$ cat src/rtl/split_bus_delayer_pro.sv
// Delay/buffer stage for one split-transaction memory channel: bypass, fixed
// or LFSR-random latency on the request and response phases.
//
//   state   | meaning
//   R_IDLE  | waiting for an admissible host request
//   R_WAIT  | request delay counting down
//   R_FWD   | target_req held until target_ack
//   S_IDLE  | response stage waiting for FIFO data
//   S_COUNT | response delay counting down, host_resp when it reaches 0
module split_bus_delayer_pro #(
    parameter int          ADDR_W          = 32,
    parameter int          DATA_W          = 32,
    parameter int          REQ_DELAY_MAX   = 8,
    parameter int          RESP_DELAY_MAX  = 6,
    parameter int          RESP_FIFO_POW   = 4,
    parameter int          MAX_OUTSTANDING = 8,
    parameter logic [15:0] LFSR_SEED       = 16'hACE1
) (
    input  logic                                   clk_i,
    input  logic                                   rst_i,
    input  logic [1:0]                             mode_i,
    input  logic [$clog2(REQ_DELAY_MAX+1)-1:0]     fixed_req_delay_i,
    input  logic [$clog2(RESP_DELAY_MAX+1)-1:0]    fixed_resp_delay_i,
    input  logic                                   host_req,
    input  logic                                   host_we,
    input  logic [ADDR_W-1:0]                      host_addr,
    input  logic [DATA_W-1:0]                      host_wdata,
    input  logic [DATA_W/8-1:0]                    host_be,
    output logic                                   host_ack,
    output logic                                   host_resp,
    output logic [DATA_W-1:0]                      host_rdata,
    output logic                                   target_req,
    output logic                                   target_we,
    output logic [ADDR_W-1:0]                      target_addr,
    output logic [DATA_W-1:0]                      target_wdata,
    output logic [DATA_W/8-1:0]                    target_be,
    input  logic                                   target_ack,
    input  logic                                   target_resp,
    input  logic [DATA_W-1:0]                      target_rdata,
    output logic [$clog2(MAX_OUTSTANDING+1)-1:0]   outstanding_o,
    output logic                                   overflow_o
);
    localparam int REQ_CW = $clog2(REQ_DELAY_MAX+1);
    localparam int RSP_CW = $clog2(RESP_DELAY_MAX+1);
    localparam int OUT_W  = $clog2(MAX_OUTSTANDING+1);
    localparam int DEPTH  = 1 << RESP_FIFO_POW;
    localparam logic [REQ_CW-1:0] REQ_MAX_C = REQ_CW'(REQ_DELAY_MAX);
    localparam logic [RSP_CW-1:0] RSP_MAX_C = RSP_CW'(RESP_DELAY_MAX);
    localparam logic [OUT_W-1:0]  OUT_MAX_C = OUT_W'(MAX_OUTSTANDING);
    localparam logic [RESP_FIFO_POW:0] FULL_XOR = {1'b1, {RESP_FIFO_POW{1'b0}}};

    if (MAX_OUTSTANDING > DEPTH) begin : g_bad_outstanding
        $error("MAX_OUTSTANDING exceeds response FIFO depth");
    end
    if (LFSR_SEED == 16'h0000) begin : g_bad_seed
        $error("LFSR_SEED must be nonzero");
    end

    typedef enum logic [1:0] {R_IDLE, R_WAIT, R_FWD} req_state_t;
    typedef enum logic {S_IDLE, S_COUNT} rsp_state_t;

    req_state_t            req_state;
    rsp_state_t            rsp_state;
    logic [1:0]            mode_q;
    logic [15:0]           lfsr_q;
    logic [REQ_CW-1:0]     req_cnt;
    logic [RSP_CW-1:0]     resp_cnt;
    logic [OUT_W-1:0]      outstanding_q;
    logic                  overflow_q;
    logic [DATA_W-1:0]     rdata_q;
    logic [DATA_W-1:0]     mem [DEPTH];
    logic [RESP_FIFO_POW:0] wr_ptr, rd_ptr;

    logic bypass, room, req_ok, fifo_empty, fifo_full, push, pop, quiet, accept_rd;
    logic [7:0]        rnd_req, rnd_rsp;
    logic [REQ_CW-1:0] d_req;
    logic [RSP_CW-1:0] d_resp;

    assign bypass     = (mode_q == 2'd0);
    assign room       = (outstanding_q < OUT_MAX_C);
    assign req_ok     = host_req & (host_we | room);
    assign fifo_empty = (wr_ptr == rd_ptr);
    assign fifo_full  = ((wr_ptr ^ rd_ptr) == FULL_XOR);
    assign push       = ~bypass & target_resp & ~fifo_full;
    assign pop        = ~bypass & (rsp_state == S_IDLE) & ~fifo_empty;

    assign rnd_req = lfsr_q[7:0]  % 8'(REQ_DELAY_MAX + 1);
    assign rnd_rsp = lfsr_q[15:8] % 8'(RESP_DELAY_MAX + 1);
    assign d_req  = (mode_q == 2'd1) ? ((fixed_req_delay_i > REQ_MAX_C) ? REQ_MAX_C : fixed_req_delay_i)
                                     : REQ_CW'(rnd_req);
    assign d_resp = (mode_q == 2'd1) ? ((fixed_resp_delay_i > RSP_MAX_C) ? RSP_MAX_C : fixed_resp_delay_i)
                                     : RSP_CW'(rnd_rsp);

    // Outputs are gated while reset is held so bypass cannot leak a strobe.
    assign target_req   = ~rst_i & (bypass ? req_ok : (req_state == R_FWD));
    assign host_ack     = target_req & target_ack;
    assign target_we    = host_we;
    assign target_addr  = host_addr;
    assign target_wdata = host_wdata;
    assign target_be    = host_be;
    assign host_resp    = ~rst_i & (bypass ? target_resp : (rsp_state == S_COUNT && resp_cnt == '0));
    assign host_rdata   = bypass ? target_rdata : rdata_q;
    assign accept_rd    = target_req & target_ack & ~host_we;
    assign outstanding_o = outstanding_q;
    assign overflow_o    = overflow_q;

    // A request starting this cycle counts as activity, so the mode never
    // changes underneath a freshly loaded delay.
    assign quiet = (req_state == R_IDLE) && (rsp_state == S_IDLE) && (outstanding_q == '0)
                   && fifo_empty && !(!bypass && req_ok);

    always_ff @(posedge clk_i) begin
        if (push) mem[wr_ptr[RESP_FIFO_POW-1:0]] <= target_rdata;
    end

    always_ff @(posedge clk_i or posedge rst_i) begin
        if (rst_i) begin
            req_state     <= R_IDLE;
            rsp_state     <= S_IDLE;
            mode_q        <= 2'd0;
            lfsr_q        <= LFSR_SEED;
            req_cnt       <= '0;
            resp_cnt      <= '0;
            outstanding_q <= '0;
            overflow_q    <= 1'b0;
            rdata_q       <= '0;
            wr_ptr        <= '0;
            rd_ptr        <= '0;
        end else begin
            lfsr_q <= lfsr_q[0] ? ((lfsr_q >> 1) ^ 16'hB400) : (lfsr_q >> 1);
            if (quiet) mode_q <= mode_i;

            case (req_state)
                R_IDLE: if (!bypass && req_ok) begin
                    req_cnt   <= d_req;
                    req_state <= R_WAIT;
                end
                R_WAIT: if (req_cnt == '0) req_state <= R_FWD;
                        else req_cnt <= req_cnt - 1'b1;
                R_FWD:  if (target_ack) req_state <= R_IDLE;
                default: req_state <= R_IDLE;
            endcase

            case (rsp_state)
                S_IDLE: if (pop) begin
                    rdata_q   <= mem[rd_ptr[RESP_FIFO_POW-1:0]];
                    resp_cnt  <= d_resp;
                    rsp_state <= S_COUNT;
                end
                S_COUNT: if (resp_cnt == '0) rsp_state <= S_IDLE;
                         else resp_cnt <= resp_cnt - 1'b1;
                default: rsp_state <= S_IDLE;
            endcase

            if (push) wr_ptr <= wr_ptr + 1'b1;
            if (pop)  rd_ptr <= rd_ptr + 1'b1;
            if (~bypass & target_resp & fifo_full) overflow_q <= 1'b1;

            if (accept_rd && !host_resp && outstanding_q != OUT_MAX_C)
                outstanding_q <= outstanding_q + 1'b1;
            else if (host_resp && !accept_rd && outstanding_q != '0)
                outstanding_q <= outstanding_q - 1'b1;
        end
    end
endmodule

$ cat config.mk
export PLATFORM = sky130hd
export DESIGN_NAME = split_bus_delayer_pro
export DESIGN_NICKNAME = d
export VERILOG_FILES = /design/src/rtl/split_bus_delayer_pro.sv
export SDC_FILE = /design/constraint.sdc
export NUM_CORES = 1
export LEC_CHECK = 0
export CAP_MARGIN = 20
export CORE_MARGIN = 5
export CORE_UTILIZATION = 33
export DETAILED_ROUTE_END_ITERATION = 7
export GPL_TIMING_DRIVEN = 0
export PLACE_DENSITY = 0.48
export SYNTH_ARGS = -nofsm -noshare
export SYNTH_HDL_FRONTEND = slang
export SYNTH_SLANG_ARGS = --single-unit
$ cat constraint.sdc
create_clock -name clk_i -period 5.4 [get_ports clk_i]
set_input_delay 0.54 -clock clk_i [delete_from_list [all_inputs] [get_ports clk_i]]
set_output_delay 0.54 -clock clk_i [all_outputs]
set_load 0.03 [all_outputs]
==> summary.md, run 1 <==
| Metric | Value |
|---|---|
| CP max FO | 10 |
| Core ar. | 74,200 um^2 |
| CTS max path bufs | 3 |
| Post-Synthesis Cell Area | 24,600 um^2 |
| # Post-CTS Setup Buffers | 0 |
| Final WL | approximately 63 mm |
| Clk Latency, worst-skew pair | 0.60 ns |
| Clock skew | 0.0261 ns |
| Reg2reg start | lfsr_q[5] |
| FF-to-FF path depth | 15 |
| Site Rows | 100 |
| Vias in the first global route | between 10,000 and 15,000 |
| DR WL/cell | between 20 and 25 um |
| Dpl cells | roughly 2,400 |
| EDFF count, synth | about 510 |
| RSZ-0062 raised after global routing | no |
| DRC viols | 0 |
| Pleak | 10.1 nW |
| Share of synthesized registers carrying an async set or reset | 12.8% |
| RePlAce Congestion | 0.766 |
| Status | finished clean |
| Max VDD drop | 0.311 mV |
| Synth warn | 0 |
| Filler Cell Count | 6,624 |
| Initial antenna violation count | 1 |
| CP Capture Type | output port |
| Die Height | 283 um |
| Top cells by area, synth | edfxtp_1 (62%), mux4_2 (15%), dfrtp_1 (6.8%) |
| Total global routing overflow | 0 |
| H-tree levels | 3 |
| WP data required | 4.86 ns |
| Post-route insts no fill | ~2,500 |
| Final min period | 4.22 ns |
| Hold Vio Cnt, Final | 0 |
| Post-route ant nets | 0 |
| Crit share post-route | 78.1% |
| Total track usage | 15.5% |
| FF-to-FF End | req_cnt[1] |
| Min-Delay Startpoint | lfsr_q[6] |
| DRT iter0 DRCs | 893 |
| P&R area growth vs syn | 23.3% |
| Vias per inst | 5.04 |
| Critical path startpoint category | flop |
| Pwr Density | between 500 and 600 nW/um^2 |
| Share of cells above drive strength 1 | 32.5% |
| FF+latch count, synth | 587 |
| Hold WC Path Type | flop to flop |
| Pre-Repair DR Iteration Count | 4 |
| CTS tree | built |
| CP cell instances | nor2_2 -> clkbuf_1 -> mux2_2 -> clkdlybuf4s50_1 |
| Setup slack, reg-to-reg | 1.23 ns |
| # IOs | 224 |
| CTS resizes | 0 |
| F_max | roughly 0.24 GHz |
| Final HPWL DP | 41.7 mm |
| Post-CTS Hold Buffers | 0 |
| Top cell type by total area after synthesis | edfxtp_1 |
| Port-buffer cells | 155 |
| Fin util | about two fifths |
| Crit path kind | flop to output port |
| CTS Root Cell | clkbuf_16 |
| Chip Width | 283 um |
| Final Max Slew Viols | 0 |
| Num CTS Buffers | 67 |
| Initial core utilization | between 30% and 40% |
| Sequential share of the synthesized area | between 70% and 80% |
| Normalized max-slew margin | 24.7% |
| Worst-Margin Slew | ~1.1 ns |
| Setup violations, final | 0 |
| Mapped Avg Cell Area | 19.6 um^2 |
| Top-area cell type share of the netlist area | 62.5% |
| Dominant synthesized flop cell | edfxtp_1 |
| NumNets Final | 1,653 |
| WHS Path Cells | 0 |
| Largest net degree at the start of global routing | 46 |
| Sink Count | 587 |
| Critical Path AT | 3.68 ns |
| Hold Path End | lfsr_q[5] |
| Via count | around 13,000 |
| MaxCap Viol Count | 0 |
| Global-route wire length before repair | approximately 93 mm |
| CP peak stage delay | 0.87 ns |
| CTS clock-pin slew for the worst setup and hold paths | 0.06 ns |
| Syn nets | 1,390 |
| Netlist cell types | 87 |
| Cells after Synth | 1,258 |
| CP max-delay cell | nor2_2 |
| Die ar. | between 80,000 and 90,000 um^2 |
## power by group
part	switching (mW)	internal, mW	total [mW]
combinational	2.75	2.47	5.21
sequential	0.192	5.40	5.59
clock	1.83	2.66	4.48
total	4.76	10.5	15.3
## worst max-delay path: cells and delay by family, from the launching register on
kind                   cells  cell delay (ns)
flip-flops                 1             0.41
buffers and inverters      2             1.33
multiplexers               1             0.47
AND/OR/NAND/NOR            1             0.87
## cell type report
cell class | instances | area (um^2) | share of cell area (%)
flip-flops and latches | 587 | 17300 | 56.9
clock buffers | 96 | 1890 | 6.22
multi-input cells | 523 | 6590 | 21.7
inverters | 18 | 70.1 | 0.231
plain buffers | 130 | 805 | 2.65
diodes | 1 | 2.50 | 0.00824
well taps | 969 | 1210 | 3.99
repair buffers | 194 | 2200 | 7.24
clock inverters | 28 | 330 | 1.09
## cell usage in the layout, fill, tap and decap left out, drive strengths merged, types with 5 or more instances in the layout
master | synthesis | layout
edfxtp | 512 | 512
mux4 | 160 | 160
clkdlybuf4s50 | 0 | 155
buf | 97 | 136
clkbuf | 33 | 129
mux2 | 72 | 72
dfrtp | 67 | 67
nor2 | 32 | 32
nand2 | 28 | 28
clkinv | 0 | 21
inv | 18 | 20
xnor2 | 18 | 18
nand2b | 17 | 17
a21oi | 16 | 16
ha | 16 | 16
o21ai | 12 | 12
nor3 | 11 | 11
nand3 | 10 | 10
xor2 | 9 | 9
nor2b | 8 | 8
o211ai | 8 | 8
dfstp | 8 | 8
a31oi | 6 | 6
nand4 | 5 | 5
o22ai | 5 | 5
o21a | 5 | 5
o221ai | 5 | 5
a211oi | 5 | 5
## flip-flops by register name, indices dropped and copies added (netlist names)
name           count
wr_ptr             5
rdata_q           32
rsp_state          1
mode_q             2
outstanding_o      4
lfsr_q            16
req_state          2
resp_cnt           3
req_cnt            4
rd_ptr             5
mem              512
overflow_o         1
## synthesized netlist by cell type (all sizes together) (4+ instances only)
cell type,count
and2,4
nand2b,17
mux2,72
clkbuf,33
a21oi,16
or3,4
o221ai,5
nand2,28
xnor2,18
dfrtp,67
nor2b,8
nor2,32
buf,97
o22ai,5
ha,16
a31oi,6
dfstp,8
xor2,9
inv,18
nand4,5
edfxtp,512
a211oi,5
o21ai,12
o211ai,8
mux4,160
a221oi,4
a22oi,4
nor3,11
o21a,5
nand3,10
## worst max path at each step
stage | start | end | slack [ns] | depth (start not counted)
floorplan | wr_ptr[2] | mem[3][0] | 1.30 | 7
global placement | rd_ptr[3] | mem[0][30] | -2.51 | 7
detailed placement | lfsr_q[5] | req_cnt[1] | 1.28 | 15
CTS | mode_q[0] | host_rdata[11] | 1.10 | 4
global route | mode_q[0] | host_rdata[11] | 1.00 | 4
finish | mode_q[0] | host_rdata[11] | 1.18 | 4
## kinds of logic (layout without fill, tap and decap cells)
| group | Yosys count | count (layout) | share of synthesized area, % |
|---|---|---|---|
| AO/OA/AOI/OAI | 102 | 102 | 3.22 |
| XOR/XNOR | 27 | 27 | 0.961 |
| adder cells (fa/ha/maj) | 18 | 18 | 0.940 |
| buffers and inverters | 148 | 466 | 3.54 |
| flip-flops | 587 | 587 | 70.1 |
| multiplexers | 235 | 235 | 18.1 |
| other | 0 | 1 | 0 |
| AND/OR/NAND/NOR | 141 | 141 | 3.16 |
## routing by layer
layer | vias up | GRT usage (%) | routed length, um
li1 | 5593 | - | -
met1 | 6919 | 21.6 | 28500
met2 | 258 | 25.8 | 31100
met3 | 58 | 2.94 | 2570
met4 | 0 | 2.58 | 763
met5 | - | 0 | 0
## stage by stage
stage | hold WS (ns) | power, mW | setup slack (ns) | setup TNS [ns] | cell area (um^2)
floorplan | 0.349 | 9.09 | 1.30 | 0 | 24600
global placement | 0.357 | 10.8 | -2.51 | -505.41 | 27400
detailed placement | 0.363 | 11.0 | 1.28 | 0 | 28100
CTS | 0.373 | 15.6 | 1.10 | 0 | 30400
global route | 0.379 | 16.0 | 1.00 | 0 | 30400
finish | 0.372 | 15.3 | 1.18 | 0 | 30400
Note: power is estimated with default switching activity, not from simulation.
==> run 2, diff against run 1 <==
Clock period 5.4 ns to 4 ns, I/O delays scaled along.
==> summary.md, run 2 (synthesis results as in run 1) <==
| Metric | Value |
|---|---|
| Post-CTS Hold Buffers | 0 |
| Pwr Density | between 600 and 700 nW/um^2 |
| CP max FO | 7 |
| Sink Count | between 500 and 600 |
| F_max | 0.268 GHz |
| CP max-delay cell | dfstp_2 |
| Hold WC Path Type | input port to asynchronous set/reset pin |
| Most used cell, CP | a211oi_2 |
| CP Capture Type | flop |
| Final WL | 63.3 mm |
| Pre-CTS setup slack | -0.0476 ns |
| Initial antenna violation count | 1 |
| Worst-Margin Slew | about 1.0 ns |
| CTS max path bufs | 3 |
| Status | finished clean |
| Chip Width | 283 um |
| CP peak stage delay | 0.57 ns |
| Vias in the first global route | 13,676 |
| TNS Setup | 0 ns |
| Pre-Repair DR Iteration Count | 4 |
| Commonest non-fill, non-tap cells in the layout | edfxtp_1 (512), mux4_2 (160), clkdlybuf4s50_1 (155), buf_4 (76), mux2_2 (71) |
| CTS Root Cell | clkbuf_16 |
| Final Max Slew Viols | 0 |
| Worst Slack Setup Final | 0.271 ns |
| Port-buffer cells | 155 |
| Core ar. | around 74,000 um^2 |
| Crit share post-route | approximately 93% |
| Total track usage | 15.5% |
| CTS tree | built |
| Largest net degree at the start of global routing | 41 |
| Storage cell area | 17,300 um^2 |
| P&R area growth vs syn | 23.2% |
| Num CTS Buffers | 68 |
| Initial core utilization | between 30% and 40% |
| # IOs | 224 |
| RSZ-0062 raised after global routing | no |
| Crit path kind | flop to flop |
| DR WL/cell | 24.9 um |
| Most common cell after layout, fill and taps aside | edfxtp_1 |
| CTS clock-pin slew for the worst setup and hold paths | 0.05 ns |
| Post-route ant nets | 0 |
| Final HPWL DP | 40.5 mm |
| Die ar. | 80,200 um^2 |
| Critical path startpoint category | flop |
| Max VDD drop | 0.466 mV |
| CP cell instances | nand2b_1 -> o21ai_1 -> o2bb2ai_1 -> a211oi_2 -> ha_1 -> a221oi_2 -> a211oi_2 -> nor2_2 -> xnor2_1 -> ha_2 -> nor2_1 -> a2111o_1 -> o311ai_2 -> mux2_1 -> a31oi_1 |
| Critical Path AT | 4.21 ns |
| Vias per inst | 5.08 |
| DRT iter0 DRCs | 846 |
| Final min period | 3.73 ns |
| Filler Cell Count | around 6,700 |
| Hold Vio Cnt, Final | 0 |
| Die Height | 283 um |
| H-tree levels | 3 |
| Via count | 12,909 |
| Multi-input combinational cell area | 6630 um^2 |
| Share of cells above drive strength 1 | 32.7% |
| DRC viols | 0 |
| NumNets Final | 1,649 |
| Site Rows | 100 |
| Clock skew | 0.0454 ns |
| Normalized max-slew margin | 31.2% |
| Clk Latency, worst-skew pair | 0.61 ns |
| Setup violations, final | 0 |
| Max reg flops | 512 |
| MaxCap Viol Count | 0 |
| Total global routing overflow | 0 |
| WP data required | between 4 and 5 ns |
| Global-route wire length before repair | 92.7 mm |
| RePlAce Congestion | 0.753 |
| Pleak | 10.1 nW |
[run 2: changes by cell type in the layout (fill, tap and decap cells not counted), moves of 2 or more]
| cell | change |
|---|---|
| clkbuf_1 | -5 |
| buf_16 | -4 |
| clkinv_8 | -3 |
| nor3_4 | +2 |
| clkbuf_2 | +2 |
| buf_4 | +2 |
| buf_12 | +4 |
| inv_16 | +3 |
| clkinv_2 | -2 |
| clkinv_1 | +3 |
| buf_6 | -6 |
[run 2: power breakdown]
group	internal (mW)	leakage [nW]	switching (mW)	total, mW
Clock	3.62	1.09	2.53	6.15
Combinational	3.30	3.50	3.68	6.98
Sequential	7.29	5.51	0.289	7.58
Total	14.2	10.1	6.50	20.7
[run 2: path summary, 6_finish.rpt]
kind	from	to	slack [ns]	depth (start not counted)
worst max-delay path	lfsr_q[5]	req_cnt[1]	0.27	15
worst min-delay path	rst_i	outstanding_o[3]	0.33	2
worst max register to register	lfsr_q[5]	req_cnt[1]	0.27	15
worst min register to register	lfsr_q[0]	lfsr_q[15]	0.37	0
max in group asynchronous	rst_i	rdata_q[25]	2.97	3
min in group clk_i	lfsr_q[0]	lfsr_q[15]	0.37	0
[run 2: layer usage]
metal | global-route usage [%] | routed length (um) | vias up
met1 | 21.3 | 28200 | 6928
met3 | 3.27 | 2980 | 76
met4 | 3.22 | 1020 | 2
met2 | 25.7 | 31100 | 302
li1 | - | - | 5601
met5 | 0 | 12 | -
[run 2: critical path, delay by kind of cell, from the launching register on]
| kind | cells | cell delay (ns) |
|---|---|---|
| AO/OA/AOI/OAI | 8 | 1.58 |
| flip-flops | 1 | 0.57 |
| adder cells (fa/ha/maj) | 2 | 0.48 |
| AND/OR/NAND/NOR | 3 | 0.42 |
| multiplexers | 1 | 0.37 |
| XOR/XNOR | 1 | 0.24 |
[run 2: timing repair]
action / 4_1_cts / 5_1_grt
resized for setup: 2 / 7
pin swaps: 1 / 2
endpoints found under the setup margin: 21 / 18
endpoints found under the hold margin: 0 / 0
buffers inserted: 1 / 1
[run 2: stage by stage]
| step | cells | cell area (um^2) | util, % | hold slack, ns | power (mW) |
|---|---|---|---|---|---|
| floorplan | 1258 | 24600 | - | 0.349 | 12.3 |
| global placement | 2382 | 27400 | 36.9 | 0.357 | 14.6 |
| detailed placement | 2415 | 28000 | 37.8 | 0.362 | 14.9 |
| CTS | 2540 | 30300 | 40.8 | 0.336 | 21.1 |
| global route | 2540 | 30300 | 40.9 | 0.369 | 21.7 |
| finish | 2541 | 30300 | 40.9 | 0.334 | 20.7 |
[run 2: area by class of cell]
class	instances	area share [%]
clock inverters	29	1.13
diodes	1	0.00825
well taps	969	4.00
clock buffers	95	6.24
flip-flops and latches	587	56.9
multi-input cells	523	21.9
plain buffers	129	2.65
repair buffers	190	6.97
inverters	18	0.231
==> run 3, diff against run 2 <==
Settings changed: SLEW_MARGIN from default to 20.
==> summary.md, run 3 (synthesis results as in run 1) <==
| Metric | Value |
|---|---|
| Via count | 12,898 |
| FF-to-FF path depth | 14 |
| Critical Path AT | roughly 3.4 ns |
| Tot Pwr | ~21 mW |
| CTS clock-pin slew for the worst setup and hold paths | approximately 0.060 ns |
| CP Capture Type | output port |
| Reg2reg start | lfsr_q[5] |
| Vias in the first global route | 13,602 |
| Fin util | 41.1% |
| Global-route wire length before repair | 93.0 mm |
| Smallest hold slack | 0.223 ns |
| Multi-input combinational cell area | 6620 um^2 |
| Chip Width | 283 um |
| RSZ-0062 raised after global routing | no |
| Critical path startpoint category | flop |
| Diodes inserted | 0 |
| Most common cell after layout, fill and taps aside | edfxtp_1 |
| CP max FO | 10 |
| F_max | 0.263 GHz |
| Share of cells above drive strength 1 | between 30% and 40% |
| Site Rows | 100 |
| Post-CTS Hold Buffers | 0 |
| Final min period | 3.80 ns |
| Die ar. | roughly 80,000 um^2 |
| Initial core utilization | around 33% |
| Crit path depth | 4 |
| Clk Latency, worst-skew pair | around 0.61 ns |
| Setup violations, final | 0 |
| CTS max path bufs | 3 |
| Setup slack, reg-to-reg | ~0.31 ns |
| Post-route insts no fill | 2,551 |
| Post-route ant nets | 0 |
| DRC viols | 0 |
| CTS Root Cell | clkbuf_16 |
| Pleak | 10.2 nW |
| Hold WC Path Type | input port to asynchronous set/reset pin |
| Crit path kind | flop to output port |
| DR WL/cell | 24.8 um |
| Total global routing overflow | 0 |
| MaxCap Viol Count | 0 |
| Dpl cells | 2,426 |
| WP data required | 3.60 ns |
| H-tree levels | 3 |
| Pre-Repair DR Iteration Count | 5 |
| CP top delay family | buffers and inverters |
| Storage cell area | between 15,000 and 20,000 um^2 |
| Final HPWL DP | 41.7 mm |
| CP max-delay cell | nor2_2 |
| # IOs | 224 |
| Filler Cell Count | 6,582 |
| Largest net degree at the start of global routing | 56 |
| Core ar. | 74,200 um^2 |
| CP peak stage delay | 0.77 ns |
| Die Height | 283 um |
| Initial antenna violation count | 1 |
| Total track usage | between 15 and 20% |
| CTS tree | built |
| Hold Vio Cnt, Final | 0 |
| DRT iter0 DRCs | 873 |
| Vias per inst | 5.06 |
| Pwr Density | 679 nW/um^2 |
| Port-buffer cells | ~160 |
| Commonest non-fill, non-tap cells in the layout | edfxtp_1 (512), mux4_2 (160), clkdlybuf4s50_1 (155), buf_4 (88), mux2_2 (71) |
| P&R area growth vs syn | 23.9% |
| Sink Count | just under 600 |
| Worst-Margin Slew | 1.06 ns |
| Num CTS Buffers | 67 |
| Max VDD drop | between 0.4 and 0.5 mV |
| Max reg flops | 512 |
| NumNets Final | 1,659 |
| Final WL | 63.4 mm |
| RePlAce Congestion | 0.753 |
| CP cell instances | nor2_2 -> clkbuf_2 -> mux2_2 -> clkdlybuf4s50_1 |
| Status | finished clean |
| Normalized max-slew margin | between 20% and 30% |
| CP Buf/Inv Count | 2 |
| FF-to-FF End | req_cnt[1] |
| Final Max Slew Viols | 0 |
| Clock skew | 0.0460 ns |
| Crit share post-route | 95.0% |
-- run 3: changes by cell type in the layout (fill, tap and decap cells not counted), moves of 5 or more --
cell      change
buf_16        +8
buf_4        +12
buf_6         -5
clkbuf_8      -6
clkinv_1      -5
-- run 3: layout make-up --
type                            count  share of cell area [%]
Buffer                            129                    2.65
Clock buffer                       93                    5.98
Clock inverter                     31                    1.35
Inverter                           18                   0.238
Multi-Input combinational cell    523                    21.7
Sequential cell                   587                    56.6
Tap cell                          969                    3.97
Timing Repair Buffer              201                    7.53
-- run 3: worst max-delay path by stage --
stage,startpoint,to,slack [ns]
final,mode_q[0],host_rdata[11],0.20
after global routing,lfsr_q[6],req_cnt[1],0.05
after CTS,lfsr_q[6],req_cnt[1],0.05
after detailed placement,lfsr_q[5],req_cnt[1],-0.04
after global placement,rd_ptr[3],mem[2][1],-3.95
after floorplan,wr_ptr[2],mem[0][0],-0.07
-- run 3: report_power, final --
group | internal (mW) | switching [mW] | total, mW
sequential | 7.29 | 0.285 | 7.57
clock | 3.70 | 2.50 | 6.20
combinational | 3.27 | 3.68 | 6.95
-- run 3: repair_timing --
action | CTS | global route
pin swaps | 1 | 2
setup buffers | 1 | 1
resized for setup | 2 | 5
setup endpoints to repair | 21 | 9
-- run 3: routing by layer --
layer / up-vias / track usage (%) / routed length [um]
met1: 6880 / 21.6 / 28100
met4: 2 / 3.43 / 1200
met2: 320 / 25.7 / 31200
li1: 5614 / - / -
met3: 82 / 2.98 / 2790
met5: - / 0 / 12
-- run 3: through the flow --
step / instance area [um^2] / worst slack, ns / setup TNS [ns]
finish: 30500 / 0.198 / 0
global placement: 27400 / -3.95 / -1231.13
detailed placement: 28200 / -0.0372 / -0.0372
global route: 30500 / 0.0468 / 0
CTS: 30500 / 0.0550 / 0
floorplan: 24600 / -0.0720 / -6.91
